===== config.mk =====
export PLATFORM = sky130hd
export DESIGN_NAME = box_mover
export DESIGN_NICKNAME = d
export VERILOG_FILES = /design/src/rtl/box_mover.sv
export SDC_FILE = /design/constraint.sdc
export NUM_CORES = 1
export LEC_CHECK = 0
export BUFFER_PORTS_ARGS = -buffer_cell sky130_fd_sc_hd__buf_2
export CORE_MARGIN = 5
export CORE_UTILIZATION = 65
export CTS_CLUSTER_DIAMETER = 30
export DETAILED_ROUTE_END_ITERATION = 7
export GPL_TIMING_DRIVEN = 1
export PLACE_DENSITY_LB_ADDON = 0.1
export SLEW_MARGIN = 20
export SYNTH_ARGS = -nofsm -noshare
export SYNTH_HDL_FRONTEND = slang
export SYNTH_SLANG_ARGS = --single-unit

===== constraint.sdc =====
create_clock -name in_clock -period 6.6 [get_ports in_clock]
set_input_delay 0.99 -clock in_clock [delete_from_list [all_inputs] [get_ports in_clock]]
set_output_delay 0.99 -clock in_clock [all_outputs]
set_load 0.03 [all_outputs]

===== src/rtl/box_mover.sv =====
// Keyboard-driven sprite stage: decodes PS/2 make/break sequences into held-key
// flags, moves a solid square once per frame and drives registered 1-bit RGB.
module box_mover #(
    parameter int H_ACTIVE = 640,
    parameter int V_ACTIVE = 480,
    parameter int BOX_SIZE = 40,
    parameter int STEP     = 4,
    parameter int INIT_X   = 300,
    parameter int INIT_Y   = 220
) (
    input  logic       in_clock,
    input  logic       in_reset,
    input  logic       in_strobe,
    input  logic [9:0] in_x,
    input  logic [8:0] in_y,
    input  logic [7:0] in_kbd_code,
    input  logic       in_kbd_valid,
    output logic       out_red,
    output logic       out_green,
    output logic       out_blue
);

    localparam logic [1:0] ST_IDLE      = 2'd0;
    localparam logic [1:0] ST_EXT       = 2'd1;
    localparam logic [1:0] ST_BREAK     = 2'd2;
    localparam logic [1:0] ST_EXT_BREAK = 2'd3;

    localparam logic [10:0] STEP_W  = 11'(STEP);
    localparam logic [10:0] BOX_W   = 11'(BOX_SIZE);
    localparam logic [10:0] H_W     = 11'(H_ACTIVE);
    localparam logic [10:0] V_W     = 11'(V_ACTIVE);
    localparam logic [10:0] X_MAX_W = 11'(H_ACTIVE - BOX_SIZE);
    localparam logic [10:0] Y_MAX_W = 11'(V_ACTIVE - BOX_SIZE);
    localparam logic [9:0]  STEP_X  = 10'(STEP);
    localparam logic [9:0]  X_MAX   = 10'(H_ACTIVE - BOX_SIZE);
    localparam logic [8:0]  STEP_Y  = 9'(STEP);
    localparam logic [8:0]  Y_MAX   = 9'(V_ACTIVE - BOX_SIZE);

    logic [1:0]  state_q, state_d;
    logic [3:0]  held_q, held_d;     // {up, down, left, right}
    logic        space_q, space_d;
    logic [2:0]  colour_q, colour_d;
    logic [9:0]  px_q, px_d;
    logic [8:0]  py_q, py_d;
    logic [2:0]  rgb_q, rgb_d;

    logic        is_make_s, is_brk_s, is_ext_s;
    logic [3:0]  key_vec_s;
    logic        key_space_s;
    logic        frame_tick_s;
    logic        inside_s;
    logic [9:0]  px_n_s;
    logic [8:0]  py_n_s;
    logic [10:0] px_w_s, py_w_s, x_w_s, y_w_s;

    // Scancode sequencer: classifies each received byte as make/release, plain/extended
    always_comb begin
        state_d   = state_q;
        is_make_s = 1'b0;
        is_brk_s  = 1'b0;
        is_ext_s  = 1'b0;
        if (in_kbd_valid) begin
            case (state_q)
                ST_IDLE: begin
                    if (in_kbd_code == 8'hE0) begin
                        state_d = ST_EXT;
                    end else if (in_kbd_code == 8'hF0) begin
                        state_d = ST_BREAK;
                    end else begin
                        is_make_s = 1'b1;
                    end
                end
                ST_EXT: begin
                    if (in_kbd_code == 8'hF0) begin
                        state_d = ST_EXT_BREAK;
                    end else begin
                        is_make_s = 1'b1;
                        is_ext_s  = 1'b1;
                        state_d   = ST_IDLE;
                    end
                end
                ST_BREAK: begin
                    is_brk_s = 1'b1;
                    state_d  = ST_IDLE;
                end
                ST_EXT_BREAK: begin
                    is_brk_s = 1'b1;
                    is_ext_s = 1'b1;
                    state_d  = ST_IDLE;
                end
                default: state_d = ST_IDLE;
            endcase
        end else begin
            state_d = state_q;
        end
    end

    // Key map and held-flag / colour next state
    always_comb begin
        key_vec_s   = 4'b0000;
        key_space_s = 1'b0;
        if (is_ext_s) begin
            key_vec_s = {in_kbd_code == 8'h75, in_kbd_code == 8'h72,
                         in_kbd_code == 8'h6B, in_kbd_code == 8'h74};
        end else begin
            key_vec_s   = {in_kbd_code == 8'h1D, in_kbd_code == 8'h1B,
                           in_kbd_code == 8'h1C, in_kbd_code == 8'h23};
            key_space_s = (in_kbd_code == 8'h29);
        end

        held_d   = held_q;
        space_d  = space_q;
        colour_d = colour_q;
        if (is_make_s) begin
            held_d  = held_q | key_vec_s;
            space_d = space_q | key_space_s;
            // Only a fresh press of space (not a typematic repeat) steps the colour
            if (key_space_s && !space_q) begin
                colour_d = (colour_q == 3'b111) ? 3'b001 : colour_q + 3'b001;
            end else begin
                colour_d = colour_q;
            end
        end else if (is_brk_s) begin
            held_d  = held_q & ~key_vec_s;
            space_d = space_q & ~key_space_s;
        end else begin
            held_d = held_q;
        end
    end

    // Per-axis movement with clamping at the visible edges
    always_comb begin
        px_w_s = {1'b0, px_q};
        py_w_s = {2'b00, py_q};
        case (held_q[3:2])
            2'b10:   py_n_s = (py_w_s >= STEP_W) ? py_q - STEP_Y : 9'd0;
            2'b01:   py_n_s = ((py_w_s + STEP_W) > Y_MAX_W) ? Y_MAX : py_q + STEP_Y;
            default: py_n_s = py_q;
        endcase
        case (held_q[1:0])
            2'b10:   px_n_s = (px_w_s >= STEP_W) ? px_q - STEP_X : 10'd0;
            2'b01:   px_n_s = ((px_w_s + STEP_W) > X_MAX_W) ? X_MAX : px_q + STEP_X;
            default: px_n_s = px_q;
        endcase

        frame_tick_s = in_strobe && (in_x == 10'd0) && ({2'b00, in_y} == V_W);
        if (frame_tick_s) begin
            px_d = px_n_s;
            py_d = py_n_s;
        end else begin
            px_d = px_q;
            py_d = py_q;
        end
    end

    // Pixel hit test against the current square
    always_comb begin
        x_w_s    = {1'b0, in_x};
        y_w_s    = {2'b00, in_y};
        inside_s = (x_w_s >= px_w_s) && (x_w_s < px_w_s + BOX_W) &&
                   (y_w_s >= py_w_s) && (y_w_s < py_w_s + BOX_W) &&
                   (x_w_s < H_W) && (y_w_s < V_W);
        if (in_strobe) begin
            rgb_d = inside_s ? colour_q : 3'b000;
        end else begin
            rgb_d = rgb_q;
        end
    end

    // State registers
    always_ff @(posedge in_clock or posedge in_reset) begin
        if (in_reset) begin
            state_q  <= ST_IDLE;
            held_q   <= 4'b0000;
            space_q  <= 1'b0;
            colour_q <= 3'b100;
            px_q     <= 10'(INIT_X);
            py_q     <= 9'(INIT_Y);
            rgb_q    <= 3'b000;
        end else begin
            state_q  <= state_d;
            held_q   <= held_d;
            space_q  <= space_d;
            colour_q <= colour_d;
            px_q     <= px_d;
            py_q     <= py_d;
            rgb_q    <= rgb_d;
        end
    end

    assign out_red   = rgb_q[2];
    assign out_green = rgb_q[1];
    assign out_blue  = rgb_q[0];

endmodule


==> results of run 1 <==
==> layer usage <==
metal | GRT usage, % | share of wire (%) | vias up
met2 | 45.1 | 50 | 97
li1 | - | - | 1499
met1 | 34.3 | 43 | 1466
met3 | 2.91 | 5.1 | 17
met4 | 9.29 | 1.8 | 0
met5 | 0 | 0 | -
==> cells in the final DEF (no fill, tap or decap), drive strengths merged, types with 11 or more instances in the layout <==
master  count
nand2      30
nand4      11
buf        33
inv        29
nor2       23
ha         45
xnor2      15
dfrtp      18
o21ai      27
a21oi      33
nand3      15
==> metrics by stage <==
stage | std cells | setup WS [ns] | utilization [%]
after floorplan | 388 | 4.14 | -
after global placement | 477 | 3.83 | 71.6
after detailed placement | 477 | 3.65 | 71.6
after CTS | 481 | 3.90 | 72.7
after global routing | 481 | 3.72 | 72.7
final | 481 | 3.88 | 72.7
==> kinds of logic after synthesis <==
| logic type | Yosys count |
|---|---|
| flip-flops | 28 |
| XOR/XNOR | 18 |
| multiplexers | 8 |
| AO/OA/AOI/OAI | 121 |
| buffers and inverters | 40 |
| AND/OR/NAND/NOR | 128 |
| adder cells (fa/ha/maj) | 45 |
==> flip-flops by register name, summed over array words and instances, names as in the netlist <==
signal and flops:
px_q 8, rgb_q 3, state_q 2, colour_q 3, py_q 7, held_q 4, space_q 1
==> area by class of cell <==
class,instances,area [um2]
multi-input cells,320,2330
fillers,406,1300
flip-flops and latches,28,713
repair buffers,33,165
inverters,29,109
well taps,67,83.8
clock buffers,4,55.1
==> power by group <==
group	switching [mW]	internal [mW]	total, mW
Clock	0.0536	0.0535	0.107
Sequential	0.00175	0.174	0.176
Combinational	0.0330	0.0247	0.0576
==> worst min path at each step <==
stage	cells past startpoint	end	startpoint	slack (ns)
global placement	1	space_q	space_q	0.47
global route	1	space_q	space_q	0.53
CTS	1	space_q	space_q	0.50
floorplan	1	space_q	space_q	0.46
detailed placement	1	space_q	space_q	0.49
finish	1	space_q	space_q	0.50
==> critical path, delay by kind of cell (launching register included) <==
kind | cells | cell delay, ns
xor gates and xnor gates | 1 | 0.16
adders and majority gates | 2 | 0.61
DFF | 1 | 0.62
AOI/OAI and AO/OA | 6 | 1.28
==> results.toml, run 1 <==
[critical_path]
end_kind = "register"
critical_path.max_fanout = 7
slowest_delay_ns = 0.62
critPathLaunch = "py_q[4]"
reg2reg_setup_slack_ns = 3.88
critPathRequiredTime_ns = 6.82
endpoint = "rgb_q[1]"
worstPathCellList = "ha_1, o21ai_0, xnor2_1, ha_1, a21o_1, a211o_2, a221oi_2, o311a_2, a32o_1"
r2r_cells = 9
critPathLaunchType = "register"
r2r_start = "py_q[4]"
critPathSlowestCell = "dfstp_2"
rr_endpoint = "rgb_q[1]"
path_class = "register to register"
arrival_ns = 2.94
cpMostUsedCell = "ha_1"

[floorplan]
rows = 25
fp.dieH_um = 80.4
fp.dieW_um = 80.4
initial_core_util_pct = 67.7
io_pins = 34
core_area_um2 = 4750
die_area_um2 = 6460

[sta]
drv_slew = 0
totalNegativeSetupSlack_ns = 0
timing.fmax_mhz = 367
setup_violations = 0
finalClockSkew_ns = 0.00205
post-route-period-util_pct = 41.2
fin_crit_ns = 2.72
holdWs_ns = 0.499
tightest_slew_ns = 0.892
max_slew_margin_pct = 40.1
hold_viol = 0
rsz0062_at_grt = "no"

[synth]
synth.most_common_cell = "ha_1"
yosys.cell_types.count = 73
syn_nets = 464
synth_top_flop_cell = "dfrtp_1"
syn_inst = 388
yosysSeqAreaShare_pct = 22.2
netlist_area_um2 = 3220
netlist_top_cells_area = "ha_1 18%, dfrtp_1 14%, dfstp_2 8.2%"
muxShareOfSynthArea_pct = 2.92
synth_top_family_by_area = "compound AO/OA/AOI/OAI gates"
ys_warn_count = 0
synth_compound_area_share_pct = 25.5
synthArstFlopShare_pct = 100
synth_common_cells = "45 x ha_1, 32 x a21oi_1, 30 x nand2_1, 27 x inv_1, 25 x o21ai_0"
syn_avg_cell_area_um2 = 8.29
yosysTopAreaCell = "ha_1"
synth_xor_area_share_pct = 4.90
ys_ff_latch = 28
synth_fa_ha_area_share_pct = 17.5
synth_top_area_share_pct = 17.5
synth-simple-area-share_pct = 21.7
synth_edf_count = 0

[clock_network]
htreeDepth = 1
cts.repair.resized = 0
clockBufferDepth = 2
cts_setup_buffers = 0
tritoncts = "yes"
clk_latency_ns = 0.28
path_clk_slew_ns = 0.09
cts_root_buffer = "clkbuf_8"
numCtsBuffers = 3
cts-hold-fix-buffers = 0
clock_sinks = 28

[job]
max_cap_violations = 0

[run_status]
status = "completed"

[detailed_routing]
first_pass_iters = 5
drt_iter0_markers = 172
drcViolationCount = 0
num_vias = 3079
wire_per_inst_um = 16.5
postRouteAntennaNets = 0
vias_per_cell = 6.40
finalWirelength_mm = 7.96

[power]
p_leak_nw = 1.50
power_density_nw_per_um2 = 98.5
max-vdd-ir-drop_mv = 0.146
total_power_mw = 0.340

[global_routing]
grt_usage_pct = 26.4
grt_first_pass_wirelength_mm = 13.7
antenna_found_initial = 0
grt_pass1_vias = 3026
overflow = 0
grt_start_max_net_pins = 29

[placed_design]
place_area_um2 = 3400
gp_congestion = 0.918
dpl.hpwl_mm = 6.35
port_buffers = 33

[final_layout]
drive_above_1_share_pct = 18.1
final_nets = 491
fin_area_um2 = 3460
area_growth_pct = 7.51
n_antenna_cell = 0

[min_path]
worst_hold_path_type = "register to register"
No activity file was read; power rests on OpenSTA's default activity.
==> inputs of run 2 (changes only) <==
--- a/config.mk
+++ b/config.mk
@@ -7,7 +7,7 @@
 export LEC_CHECK = 0
 export BUFFER_PORTS_ARGS = -buffer_cell sky130_fd_sc_hd__buf_2
 export CORE_MARGIN = 5
-export CORE_UTILIZATION = 65
+export CORE_UTILIZATION = 60
 export CTS_CLUSTER_DIAMETER = 30
 export DETAILED_ROUTE_END_ITERATION = 7
 export GPL_TIMING_DRIVEN = 1
==> constraint.sdc (replaced) <==
create_clock -name in_clock -period 2.8 [get_ports in_clock]
set_input_delay 0.42 -clock in_clock [delete_from_list [all_inputs] [get_ports in_clock]]
set_output_delay 0.42 -clock in_clock [all_outputs]
set_load 0.03 [all_outputs]
==> run 2 against run 1 <==
Critical endpoint unchanged. Routed wire length up 0.20%. Sequential share of layout area down 0.29 points. Utilization fell by 4.9 points. Via count down 1.1%. Count of clock-buffer cells in the layout shrank 1. Register-to-register slack got worse by 3.7 ns. First-iteration DRC count down 14%. Global-route usage shrank 3.2 points. Die area rose by 7.3%. Setup slack got worse by 3.7 ns. Final area increased by 1.4%. Flip-flop and latch count did not move.
==> results.toml, run 2 (synthesized netlist as in run 1, its figures left out) <==
[final_layout]
drive_above_1_share_pct = 18.7
top_regs = "px_q: 8 flops, py_q: 7 flops, held_q: 4 flops"
fin_util_pct = 67.8
regMostFlops = "px_q"
largest_register_ffs = 8
area_growth_pct = 9.06
layout_common_cells = "45 x ha_1, 33 x buf_2, 32 x a21oi_1"
n_antenna_cell = 0
final_nets = 495
fin_area_um2 = 3510
layout_commonest_cell = "ha_1"
stdcell_count = 488

[critical_path]
critPathRequiredTime_ns = 3.02
critical_path.max_fanout = 7
critPathLaunchType = "register"
r2r_start = "py_q[4]"
path_class = "register to register"
arrival_ns = 2.82
reg2reg_setup_slack_ns = 0.20
rr_endpoint = "rgb_q[1]"
end_kind = "register"
r2r_cells = 10

[clock_network]
clockBufferDepth = 2
clock_sinks = 28
clk_latency_ns = 0.28
htreeDepth = 1
numCtsBuffers = 3
cts_root_buffer = "clkbuf_8"
path_clk_slew_ns = 0.10
cts.repair.resized = 0
tritoncts = "yes"
cts_setup_buffers = 0
cts-hold-fix-buffers = 0

[power]
power_density_nw_per_um2 = 250
p_leak_nw = 1.53
total_power_mw = 0.878
max-vdd-ir-drop_mv = 0.266

[global_routing]
grt_usage_pct = 23.2
overflow = 0
antenna_found_initial = 0
grtUsageMet1_pct = 28.0
busiest_layer = "met2"
grt_pass1_vias = 2961
grt_use_met3_pct = 3.27
grt_use_met2_pct = 41.2
grt_start_max_net_pins = 29
grt_first_pass_wirelength_mm = 13.6

[placed_design]
place_ws_ns = 0.200
dpl.hpwl_mm = 6.47
place_area_um2 = 3440
port_buffers = 33
gp_congestion = 0.950
dp_cells = 484

[run_status]
status = "completed"

[sta]
fin_crit_ns = 2.60
drv_slew = 0
finalClockSkew_ns = 0.00410
setup_violations = 0
hold_viol = 0
setup_ws_ns = 0.197
timing.fmax_mhz = 384
holdWs_ns = 0.180
post-route-period-util_pct = 93.0
totalNegativeSetupSlack_ns = 0
tightest_slew_ns = 0.600
rsz0062_at_grt = "no"
max_slew_margin_pct = 59.6

[floorplan]
initial_core_util_pct = 62.2
fp.dieW_um = 83.2
core_area_um2 = 5170
rows = 26
io_pins = 34
die_area_um2 = 6930
fp.dieH_um = 83.2

[min_path]
worst_hold_path_type = "input pin to asynchronous set/reset pin"

[detailed_routing]
vias_per_cell = 6.24
first_pass_iters = 4
num_vias = 3045
postRouteAntennaNets = 0
wire_per_inst_um = 16.3
drcViolationCount = 0
drt_iter0_markers = 148
finalWirelength_mm = 7.97

[job]
max_cap_violations = 0
[run 2: cell count changes in the layout (fill, tap and decap cells not counted), sizes merged]
| cell | previous run | this run |
|---|---|---|
| buf | 33 | 37 |
| bufinv | 0 | 1 |
| clkbuf | 4 | 3 |
[run 2: layer usage]
layer,share of wire [%],vias up
li1,-,1501
met1,41,1414
met2,50,107
met3,5.6,23
met4,2.8,0
met5,0,-
[run 2: how the worst max path moves through the flow]
stage	from	end	slack [ns]	depth (start not counted)
6_report	py_q[4]	rgb_q[1]	0.20	10
5_1_grt	py_q[4]	rgb_q[0]	0.03	10
4_1_cts	py_q[3]	rgb_q[1]	0.16	10
3_5_place_dp	py_q[3]	rgb_q[1]	0.20	10
3_3_place_gp	py_q[3]	rgb_q[1]	0.28	10
2_1_floorplan	py_q[4]	rgb_q[1]	0.34	9
[run 2: critical path, cell delays in order (launching register included)]
cell and delay [ns]:
dfstp_2 0.60, inv_1 0.12, ha_1 0.29, inv_1 0.04, ha_1 0.26, o21ai_1 0.14, a221oi_1 0.11, a211o_2 0.33
a221oi_2 0.23, o311a_2 0.25, a32o_1 0.17
[run 2: layout make-up]
cell class	instances	area, um2
timing repair buffer	37	195
inverter	29	109
clock inverter	1	30.0
tap	70	87.6
sequential	28	713
multi-input combinational	320	2330
clock buffer	3	41.3
fill	426	1660
[run 2: where the power goes]
part | leakage (nW) | switching [mW] | total (mW) | internal [mW]
clock network | 0.0357 | 0.136 | 0.328 | 0.192
logic | 1.14 | 0.0776 | 0.137 | 0.0589
registers | 0.354 | 0.00383 | 0.414 | 0.410
